## src/rtl/cnnip_axi_pkg.sv

```systemverilog
// Shared types for the convolution IP AXI4-Lite front end.
package cnnip_axi_pkg;

  typedef enum logic [2:0] {
    IDLE,
    WR_EXEC,
    WR_RESP,
    RD_ISSUE,
    RD_WAIT,
    RD_RESP
  } bridge_state_t;

  localparam logic [1:0] RESP_OKAY   = 2'b00;
  localparam logic [1:0] RESP_SLVERR = 2'b10;

endpackage

```

## src/rtl/cnnip_mem_if.sv

```systemverilog
// Single-cycle memory access port between the bridge and the address decoder.
interface cnnip_mem_if #(
  parameter int ADDR_WIDTH = 12,
  parameter int DATA_WIDTH = 32
);
  logic                  en;
  logic                  we;
  logic [ADDR_WIDTH-1:0] addr;
  logic [DATA_WIDTH-1:0] din;
  logic [DATA_WIDTH-1:0] dout;
  logic                  valid;

  modport master (output en, we, addr, din, input dout, valid);
  modport slave  (input en, we, addr, din, output dout, valid);
endinterface

```

## src/rtl/axi4l_mem_bridge.sv

```systemverilog
// AXI4-Lite slave that turns host reads/writes into one-pulse cnnip_mem_if
// accesses, one transaction at a time, alternating reads and writes.
//
// state    | meaning
// IDLE     | accept AW/W/AR, arbitrate read vs. pending write
// WR_EXEC  | one-cycle write pulse (suppressed on partial strobe)
// WR_RESP  | B channel valid until bready
// RD_ISSUE | one-cycle read pulse
// RD_WAIT  | wait for mem valid or timeout
// RD_RESP  | R channel valid until rready
module axi4l_mem_bridge
  import cnnip_axi_pkg::*;
#(
  parameter int ADDR_WIDTH = 12,
  parameter int DATA_WIDTH = 32,
  parameter int RD_TIMEOUT = 16
) (
  input  logic                    clk_a,
  input  logic                    srst_aq,
  input  logic [ADDR_WIDTH-1:0]   s_awaddr,
  input  logic                    s_awvalid,
  output logic                    s_awready,
  input  logic [DATA_WIDTH-1:0]   s_wdata,
  input  logic [DATA_WIDTH/8-1:0] s_wstrb,
  input  logic                    s_wvalid,
  output logic                    s_wready,
  output logic [1:0]              s_bresp,
  output logic                    s_bvalid,
  input  logic                    s_bready,
  input  logic [ADDR_WIDTH-1:0]   s_araddr,
  input  logic                    s_arvalid,
  output logic                    s_arready,
  output logic [DATA_WIDTH-1:0]   s_rdata,
  output logic [1:0]              s_rresp,
  output logic                    s_rvalid,
  input  logic                    s_rready,
  cnnip_mem_if.master             to_mem_if
);

  localparam logic [7:0] TO_LAST = 8'(RD_TIMEOUT - 1);

  bridge_state_t           state_q, state_d;
  logic                    aw_held_q, aw_held_d;
  logic                    w_held_q, w_held_d;
  logic                    prio_wr_q, prio_wr_d;
  logic [ADDR_WIDTH-1:0]   awaddr_q, awaddr_d;
  logic [DATA_WIDTH-1:0]   wdata_q, wdata_d;
  logic [DATA_WIDTH/8-1:0] wstrb_q, wstrb_d;
  logic [ADDR_WIDTH-1:0]   araddr_q, araddr_d;
  logic [7:0]              to_cnt_q, to_cnt_d;
  logic [1:0]              bresp_q, bresp_d;
  logic [1:0]              rresp_q, rresp_d;
  logic [DATA_WIDTH-1:0]   rdata_q, rdata_d;

  logic                    wr_pend;
  logic                    aw_hs, w_hs, ar_hs;
  logic                    mem_en, mem_we;
  logic [ADDR_WIDTH-1:0]   mem_addr;
  logic [DATA_WIDTH-1:0]   mem_din;

  assign wr_pend = aw_held_q & w_held_q;

  // Handshake outputs are held low while reset is asserted.
  assign s_awready = !srst_aq && (state_q == IDLE) && !aw_held_q;
  assign s_wready  = !srst_aq && (state_q == IDLE) && !w_held_q;
  assign s_arready = !srst_aq && (state_q == IDLE) && !(wr_pend && prio_wr_q);
  assign s_bvalid  = !srst_aq && (state_q == WR_RESP);
  assign s_rvalid  = !srst_aq && (state_q == RD_RESP);
  assign s_bresp   = bresp_q;
  assign s_rresp   = rresp_q;
  assign s_rdata   = rdata_q;

  assign aw_hs = s_awvalid && s_awready;
  assign w_hs  = s_wvalid && s_wready;
  assign ar_hs = s_arvalid && s_arready;

  assign to_mem_if.en   = mem_en;
  assign to_mem_if.we   = mem_we;
  assign to_mem_if.addr = mem_addr;
  assign to_mem_if.din  = mem_din;

  always_comb begin
    state_d   = state_q;
    aw_held_d = aw_held_q;
    w_held_d  = w_held_q;
    prio_wr_d = prio_wr_q;
    awaddr_d  = awaddr_q;
    wdata_d   = wdata_q;
    wstrb_d   = wstrb_q;
    araddr_d  = araddr_q;
    to_cnt_d  = to_cnt_q;
    bresp_d   = bresp_q;
    rresp_d   = rresp_q;
    rdata_d   = rdata_q;
    mem_en    = 1'b0;
    mem_we    = 1'b0;
    mem_addr  = '0;
    mem_din   = '0;

    if (aw_hs) begin
      awaddr_d  = s_awaddr;
      aw_held_d = 1'b1;
    end
    if (w_hs) begin
      wdata_d  = s_wdata;
      wstrb_d  = s_wstrb;
      w_held_d = 1'b1;
    end

    case (state_q)
      IDLE: begin
        if (ar_hs) begin
          araddr_d  = s_araddr;
          prio_wr_d = 1'b1;
          state_d   = RD_ISSUE;
        end else if (wr_pend) begin
          prio_wr_d = 1'b0;
          state_d   = WR_EXEC;
        end
      end
      WR_EXEC: begin
        // Partial-strobe writes are rejected rather than read-modify-written.
        if (&wstrb_q) begin
          mem_en   = 1'b1;
          mem_we   = 1'b1;
          mem_addr = awaddr_q;
          mem_din  = wdata_q;
          bresp_d  = RESP_OKAY;
        end else begin
          bresp_d  = RESP_SLVERR;
        end
        aw_held_d = 1'b0;
        w_held_d  = 1'b0;
        state_d   = WR_RESP;
      end
      WR_RESP: begin
        if (s_bready) state_d = IDLE;
      end
      RD_ISSUE: begin
        mem_en   = 1'b1;
        mem_addr = araddr_q;
        to_cnt_d = '0;
        if (to_mem_if.valid) begin
          rdata_d = to_mem_if.dout;
          rresp_d = RESP_OKAY;
          state_d = RD_RESP;
        end else begin
          state_d = RD_WAIT;
        end
      end
      RD_WAIT: begin
        if (to_mem_if.valid) begin
          rdata_d = to_mem_if.dout;
          rresp_d = RESP_OKAY;
          state_d = RD_RESP;
        end else if (to_cnt_q == TO_LAST) begin
          rdata_d = '0;
          rresp_d = RESP_SLVERR;
          state_d = RD_RESP;
        end else if (to_cnt_q != 8'hFF) begin
          to_cnt_d = to_cnt_q + 8'd1;
        end
      end
      RD_RESP: begin
        if (s_rready) state_d = IDLE;
      end
      default: state_d = IDLE;
    endcase
  end

  always_ff @(posedge clk_a) begin
    if (srst_aq) begin
      state_q   <= IDLE;
      aw_held_q <= 1'b0;
      w_held_q  <= 1'b0;
      prio_wr_q <= 1'b1;
      awaddr_q  <= '0;
      wdata_q   <= '0;
      wstrb_q   <= '0;
      araddr_q  <= '0;
      to_cnt_q  <= '0;
      bresp_q   <= RESP_OKAY;
      rresp_q   <= RESP_OKAY;
      rdata_q   <= '0;
    end else begin
      state_q   <= state_d;
      aw_held_q <= aw_held_d;
      w_held_q  <= w_held_d;
      prio_wr_q <= prio_wr_d;
      awaddr_q  <= awaddr_d;
      wdata_q   <= wdata_d;
      wstrb_q   <= wstrb_d;
      araddr_q  <= araddr_d;
      to_cnt_q  <= to_cnt_d;
      bresp_q   <= bresp_d;
      rresp_q   <= rresp_d;
      rdata_q   <= rdata_d;
    end
  end

endmodule
```

## src/flat_wrapper.sv

```systemverilog
// flat-port wrapper written by rule: the top's interface ports become plain ports
module axi4l_mem_bridge_flat import cnnip_axi_pkg::*;
#(
  parameter int ADDR_WIDTH = 12,
  parameter int DATA_WIDTH = 32,
  parameter int RD_TIMEOUT = 16
)
  (clk_a, srst_aq, s_awaddr, s_awvalid, s_awready, s_wdata, s_wstrb, s_wvalid, s_wready, s_bresp, s_bvalid, s_bready, s_araddr, s_arvalid, s_arready, s_rdata, s_rresp, s_rvalid, s_rready, to_mem_if_en, to_mem_if_we, to_mem_if_addr, to_mem_if_din, to_mem_if_dout, to_mem_if_valid);
  cnnip_mem_if #(.ADDR_WIDTH(ADDR_WIDTH), .DATA_WIDTH(DATA_WIDTH)) to_mem_if_i ();
  input  logic clk_a;
  input  logic srst_aq;
  input  logic [ADDR_WIDTH-1:0] s_awaddr;
  input  logic s_awvalid;
  output logic s_awready;
  input  logic [DATA_WIDTH-1:0] s_wdata;
  input  logic [DATA_WIDTH/8-1:0] s_wstrb;
  input  logic s_wvalid;
  output logic s_wready;
  output logic [1:0] s_bresp;
  output logic s_bvalid;
  input  logic s_bready;
  input  logic [ADDR_WIDTH-1:0] s_araddr;
  input  logic s_arvalid;
  output logic s_arready;
  output logic [DATA_WIDTH-1:0] s_rdata;
  output logic [1:0] s_rresp;
  output logic s_rvalid;
  input  logic s_rready;
  output wire logic [$bits(to_mem_if_i.en)-1:0] to_mem_if_en;
  output wire logic [$bits(to_mem_if_i.we)-1:0] to_mem_if_we;
  output wire logic [$bits(to_mem_if_i.addr)-1:0] to_mem_if_addr;
  output wire logic [$bits(to_mem_if_i.din)-1:0] to_mem_if_din;
  input wire logic [$bits(to_mem_if_i.dout)-1:0] to_mem_if_dout;
  input wire logic [$bits(to_mem_if_i.valid)-1:0] to_mem_if_valid;
  assign to_mem_if_en = to_mem_if_i.en;
  assign to_mem_if_we = to_mem_if_i.we;
  assign to_mem_if_addr = to_mem_if_i.addr;
  assign to_mem_if_din = to_mem_if_i.din;
  assign to_mem_if_i.dout = to_mem_if_dout;
  assign to_mem_if_i.valid = to_mem_if_valid;
  axi4l_mem_bridge #(.ADDR_WIDTH(ADDR_WIDTH), .DATA_WIDTH(DATA_WIDTH), .RD_TIMEOUT(RD_TIMEOUT)) u_core (.clk_a(clk_a), .srst_aq(srst_aq), .s_awaddr(s_awaddr), .s_awvalid(s_awvalid), .s_awready(s_awready), .s_wdata(s_wdata), .s_wstrb(s_wstrb), .s_wvalid(s_wvalid), .s_wready(s_wready), .s_bresp(s_bresp), .s_bvalid(s_bvalid), .s_bready(s_bready), .s_araddr(s_araddr), .s_arvalid(s_arvalid), .s_arready(s_arready), .s_rdata(s_rdata), .s_rresp(s_rresp), .s_rvalid(s_rvalid), .s_rready(s_rready), .to_mem_if(to_mem_if_i));
endmodule
```

## config.mk

```make
export PLATFORM = sky130hd
export DESIGN_NAME = axi4l_mem_bridge_flat
export DESIGN_NICKNAME = d
export VERILOG_FILES = /design/src/rtl/cnnip_axi_pkg.sv /design/src/rtl/cnnip_mem_if.sv /design/src/rtl/axi4l_mem_bridge.sv /design/src/flat_wrapper.sv
export SDC_FILE = /design/constraint.sdc
export NUM_CORES = 1
export LEC_CHECK = 0
export BUFFER_PORTS_ARGS = -buffer_cell sky130_fd_sc_hd__clkbuf_2
export CORE_MARGIN = 2
export CORE_UTILIZATION = 49
export CTS_BUF_LIST = sky130_fd_sc_hd__clkbuf_4 sky130_fd_sc_hd__clkbuf_8
export CTS_CLUSTER_DIAMETER = 200
export DETAILED_ROUTE_END_ITERATION = 8
export PLACE_DENSITY = 0.88
export SLEW_MARGIN = 20
export SYNTH_ARGS = -nofsm -noshare
export SYNTH_HDL_FRONTEND = slang
export SYNTH_SLANG_ARGS = --single-unit
```

## constraint.sdc

```tcl
create_clock -name clk_a -period 3.1 [get_ports clk_a]
set_clock_uncertainty 0.05 [all_clocks]
set_input_delay 0.93 -clock clk_a [delete_from_list [all_inputs] [get_ports clk_a]]
set_output_delay 0.93 -clock clk_a [all_outputs]
set_load 0.03 [all_outputs]
```

==> metrics.txt, run 1 <==
post-synth top area share 49.64%; Post-synth EDFFs 0; DRC viols 0; Setup Viol. Count Final 0; top cell family by delay on the critical path flip-flops; simple-gate share of the synthesized area 22.29%; initial core utilization 50.19%; CTS Sinks 108; compound-cell area share of the yosys netlist 20.34%; CTS tree yes; synthesized flop and latch total 108; CP Cell Sequence and3b_1, buf_4, a22o_1, clkbuf_2; Leak 2.563 nW; Hold WS 0.4042 ns; synthesized-area fraction occupied by adder cells 0.2873%; total wire length 11200 um; Mapped Cells 487; WS Path Type register to output port; R2R Setup Slk 1.07 ns; Total GRT Usage 22.50%; largest family of logic cells by synthesized area simple AND/OR/NAND/NOR gates; Critical Path RT 2.12 ns; Peak VDD IR 0.0003713 V; crit-path max FO 13; clock root buffer clkbuf_8; Area Overhead vs Synth 27.72%; Synth async-reset ratio 0%; RSZ-0062 raised after global routing false; Slew Viols, Final 0; Buf/Inv on CP 2; Core Util, Final 64.10%; CP Capture Type output port; arrival time worst endpoint 1.96 ns; Final Hold Violating Endpoints 0; FMAX 340.1 MHz; HPWL after DPL 8333 um; Antenna Diode Count 0; Final Cell Area 5563 sq um; sequential-to-total area share from yosys stat 49.64%; H-tree lvl count 3; post-DR wirelength/cell 14.42 um; Chip Height 98.28 um; largest net degree at the start of global routing 38; Core Area 8678 sq um; first-pass GRT wire length 17940 um; Synth area leader dfxtp_1; XOR/XNOR share of the synthesized area 0%; Setup Buffers After CTS 0; Primary FF master, synth dfxtp_1; RePlAce Congestion 0.8146; Final ANT Viol Nets 0; post-synth cell types 50; # port buffers 184; CP peak stage delay 0.57 ns; worst-skew pair later-pin latency 0.37 ns; DR pass1 iterations 4; Post-synth top cells dfxtp_1, nand2_1, a21oi_1, a22o_1, and2_1; top-count cell post-synth dfxtp_1; Ys Warns 0; worst-margin pin slew 0.5387 ns; cell row count 34; cts bufs inserted 9; Area contributors post-synth dfxtp_1, a22o_1, nand2_1; drt initial violations 197; pwr dens 535.1 nW/um^2; GRT Residual Overflow 0; # IOs 187; Die ar. 9659 sq um; CTS max path bufs 2; post-CTS sizing 0; crit start category register; vias in the first global route 3892; register clock-pin slew on the reported worst setup and hold paths 0.10 ns; max cap viols 0; layout cell share with drive strength beyond 1 34.23%; ratio of final minimum period to clock period 94.86%; slowest CP cell dfxtp_1; multiplexer share of the synthesized area 2.988%; cts hold-fix bufs 0; antenna violations before repair 0; final net count 765; via count 4156; synthesized area per cell 8.943 sq um; vias per cell 5.349; synthesized area 4355 sq um; placed cell area 5375 sq um; fin crit period 2.941 ns; worst min path class register to register; Setup TNS 0 ns; chip width 98.28 um; outcome complete, no violations; Slew Limit Headroom 63.99%
routing by layer:
metal,vias to the layer above,global-route usage (%),share of wire [%]
li1,2059,-,-
met1,1952,26.93,39
met2,126,40.50,54
met3,19,4.438,4.8
met4,0,7.060,2.2
met5,-,0,0
flip-flops by register name (all words and copies together), names as in the netlist:
register and count:
u_core.state_q 3, u_core.araddr_q 12, u_core.wstrb_q 4, u_core.prio_wr_q 1, u_core.to_cnt_q 8, u_core.s_bresp 1, u_core.wdata_q 32, u_core.aw_held_q 1
u_core.s_rresp 1, u_core.w_held_q 1, u_core.awaddr_q 12, u_core.s_rdata 32
cell usage in the layout (no fill, tap or decap), drive strengths merged, types with 2 or more instances in the layout:
| cell type | n |
|---|---|
| and2 | 33 |
| nand3b | 4 |
| a21o | 2 |
| a21oi | 63 |
| clkinv | 4 |
| and3 | 2 |
| a22o | 44 |
| nor3 | 2 |
| a31oi | 2 |
| nand2 | 101 |
| o31ai | 2 |
| and3b | 2 |
| inv | 4 |
| o41ai | 2 |
| conb | 2 |
| o21ai | 6 |
| and4 | 3 |
| a211oi | 4 |
| mux2i | 13 |
| dfxtp | 108 |
| nor4 | 2 |
| nand4 | 5 |
| or4 | 2 |
| nor2 | 23 |
| nand3 | 3 |
| nor3b | 2 |
| nor4b | 2 |
| clkbuf | 193 |
| buf | 17 |
| nand2b | 3 |
| or3 | 3 |
tightest hold or removal path, stage by stage, from the launching register on:
cell	delay, ns
dfxtp_1	0.32
nand2_1	0.05
a21oi_1	0.05
cells by family after synthesis:
kind of cell	Yosys count
flip-flops	108
buffers and inverters	37
AO/OA/AOI/OAI	132
other	1
AND/OR/NAND/NOR	195
multiplexers	13
adder cells (fa/ha/maj)	1
worst paths after layout:
| check | startpoint | to | cells past startpoint |
|---|---|---|---|
| min | u_core.wdata_q[15] | u_core.wdata_q[15] | 2 |
| min reg2reg | u_core.wdata_q[15] | u_core.wdata_q[15] | 2 |
| max | u_core.state_q[0] | to_mem_if_addr[11] | 4 |
| max reg2reg | u_core.state_q[2] | u_core.wdata_q[17] | 6 |
stage by stage:
| step | setup WS, ns | total power [mW] | std cells |
|---|---|---|---|
| 6_report | 0.1593 | 2.977 | 777 |
| 5_1_grt | 0.03933 | 3.134 | 777 |
| 4_1_cts | 0.07365 | 3.006 | 777 |
| 3_5_place_dp | 0.2833 | 2.205 | 761 |
| 3_3_place_gp | 0.2887 | 2.180 | 761 |
| 2_1_floorplan | 0.1423 | 2.008 | 488 |
area by class of cell:
cell class	count	area (sq um)
clock inverters	7	61.31
clock buffers	9	123.9
inverters	1	3.754
fillers	772	3115
well taps	108	135.1
flip-flops and latches	108	2162
multi-input cells	343	2028
repair buffers	201	1049
power by group:
| group | internal [mW] | leakage (nW) | switching [mW] |
|---|---|---|---|
| combinational | 0.235 | 1.59 | 0.370 |
| sequential | 1.49 | 0.876 | 0.0739 |
| clock | 0.307 | 0.0971 | 0.497 |
| total | 2.04 | 2.56 | 0.941 |
(Power assumes the default switching activity.)
==> inputs of run 2 (changes only) <==
BUFFER_PORTS_ARGS = default   (was -buffer_cell sky130_fd_sc_hd__clkbuf_2)
CORE_UTILIZATION = 65   (was 49)
DONT_BUFFER_PORTS = 1   (was default)
PLACE_DENSITY = 0.87   (was 0.88)
==> run 2 against run 1 <==
Net effect:
- the flow now finishes with violations (DRC)
- first-iteration DRC count up 1.0%
- combinational power shrank 24%
- sequential power up 3%
- register-to-register slack worse by 0.38 ns
- clock-buffer cell count grew 1
- global-route usage up 5.9 points
- non-clock buffer count decreased by 141
- setup slack got worse by 0.034 ns
- die area is 24% lower
- critical path type unchanged
- highest routed layer unchanged
==> metrics.txt, run 2 (synthesis gave the netlist of run 1 again) <==
outcome complete, but fails checks; failing checks DRC; FMAX 336.2 MHz (-1.1%); # port buffers 0 (-100%); Total GRT Usage 28.36% (+5.9 points); pwr dens 580.3 nW/um^2 (+8.4%); drt initial violations 199 (+1.0%); # IOs 187 (unchanged); vias per cell 6.152 (+15%); Final Hold Violating Endpoints 0 (unchanged); WS Path Type register to output port; Critical Path RT 2.12 ns (about the same); first-pass GRT wire length 16680 um (-7.0%); placed cell area 4751 sq um (-12%); Core Area 6422 sq um (-26%); CTS tree yes; layout cell share with drive strength beyond 1 16.48% (-18 points); vias in the first global route 3519 (-9.6%); CP peak stage delay 0.33 ns (-0.24 ns); chip width 85.86 um (-13%); Slew Limit Headroom 45.41% (-19 points); H-tree lvl count 3 (unchanged); crit-path max FO 27 (+14); RePlAce Congestion 0.8550 (+5.0%); Slew Viols, Final 0 (unchanged); DRC viols 8 (+8); Area Overhead vs Synth 13.30%; worst-skew pair later-pin latency 0.36 ns (about the same); fin crit period 2.975 ns (+0.03402 ns); Hold WS 0.3993 ns (-0.004945 ns); final net count 624 (-18%); crit start category register; max cap viols 0 (unchanged); Placed Cells 589 (-23%); Setup Buffers After CTS 0 (unchanged); Die ar. 7371 sq um (-24%); DR pass1 iterations 7 (+3); HPWL after DPL 7655 um (-8.1%); Buf/Inv on CP 2 (unchanged); via count 3722 (-10%); cts hold-fix bufs 0 (unchanged); ratio of final minimum period to clock period 95.96% (+1.1 points); slowest CP cell dfxtp_1; Chip Height 85.86 um (-13%); cell mode on critical path buf_4; arrival time worst endpoint 1.99 ns (+0.03 ns); initial core utilization 67.82% (+18 points); register clock-pin slew on the reported worst setup and hold paths 0.09 ns (about the same); leading cell type in the layout, fill and taps excluded dfxtp_1; cts bufs inserted 9 (unchanged); most frequent cells in the layout dfxtp_1, nand2_1, a21oi_1; largest net degree at the start of global routing 80 (+110%); CTS max path bufs 2 (unchanged); cell row count 29 (-15%); Core Util, Final 76.84% (+13 points); clock root buffer clkbuf_8; Final Non-Filler Cells 605 (-22%); Leak 1.990 nW (-22%); total wire length 10750 um (-4.0%); Final ANT Viol Nets 0 (unchanged); GRT Residual Overflow 0 (unchanged); CP Cell Sequence nor2_1, nand2_1, nor2_4, buf_4, a22o_1, buf_4; post-CTS sizing 0 (unchanged); CP Capture Type output port; antenna violations before repair 0 (unchanged); Setup Viol. Count Final 0 (unchanged); worst min path class register to register; Setup TNS 0 ns (unchanged); Peak VDD IR 0.0004037 V (+8.7%); RSZ-0062 raised after global routing false; CTS Sinks 108 (unchanged); top cell family by delay on the critical path simple AND/OR/NAND/NOR gates; Antenna Diode Count 0 (unchanged); worst-margin pin slew 0.8164 ns (+0.2777 ns); post-DR wirelength/cell 17.78 um (+23%); Final Cell Area 4935 sq um (-11%)
run 2: area by class of cell:
cell class / instances / area, sq um
timing repair buffer: 60 / 450.4
clock inverter: 6 / 46.29
multi-input combinational: 343 / 2038
sequential: 108 / 2162
inverter: 1 / 3.754
clock buffer: 10 / 137.6
fill: 438 / 1488
tap: 77 / 96.34
run 2: per-stage QoR:
step	setup slack, ns	total power [mW]
floorplan	0.1423	2.008
global placement	0.4336	2.071
detailed placement	0.4252	2.099
CTS	0.1257	2.870
global route	0.02462	2.993
finish	0.1253	2.863
run 2: tightest hold or removal path: cells and delay by family (launching register included):
kind / cells / cell delay (ns)
AND/OR/NAND/NOR: 1 / 0.05
AO/OA/AOI/OAI: 1 / 0.05
flip-flops: 1 / 0.32
run 2: final timing paths:
kind / cells past startpoint / slack, ns / start / to
max: 6 / 0.13 / u_core.state_q[2] / to_mem_if_addr[10]
min: 2 / 0.40 / u_core.wdata_q[21] / u_core.wdata_q[21]
max reg2reg: 6 / 0.69 / u_core.state_q[2] / u_core.s_rdata[2]
min reg2reg: 2 / 0.40 / u_core.wdata_q[21] / u_core.wdata_q[21]
run 2: metal layers:
metal | track usage (%) | up-vias | routed length (um)
li1 | - | 1779 | -
met1 | 32.47 | 1764 | 4154
met2 | 48.44 | 154 | 5458
met3 | 10.11 | 25 | 894
met4 | 11.11 | 0 | 246
met5 | 0 | - | 0
run 2: report_power, final:
group	total, mW	switching, mW	internal [mW]
Clock	0.790	0.471	0.320
Sequential	1.62	0.121	1.49
Combinational	0.457	0.284	0.173
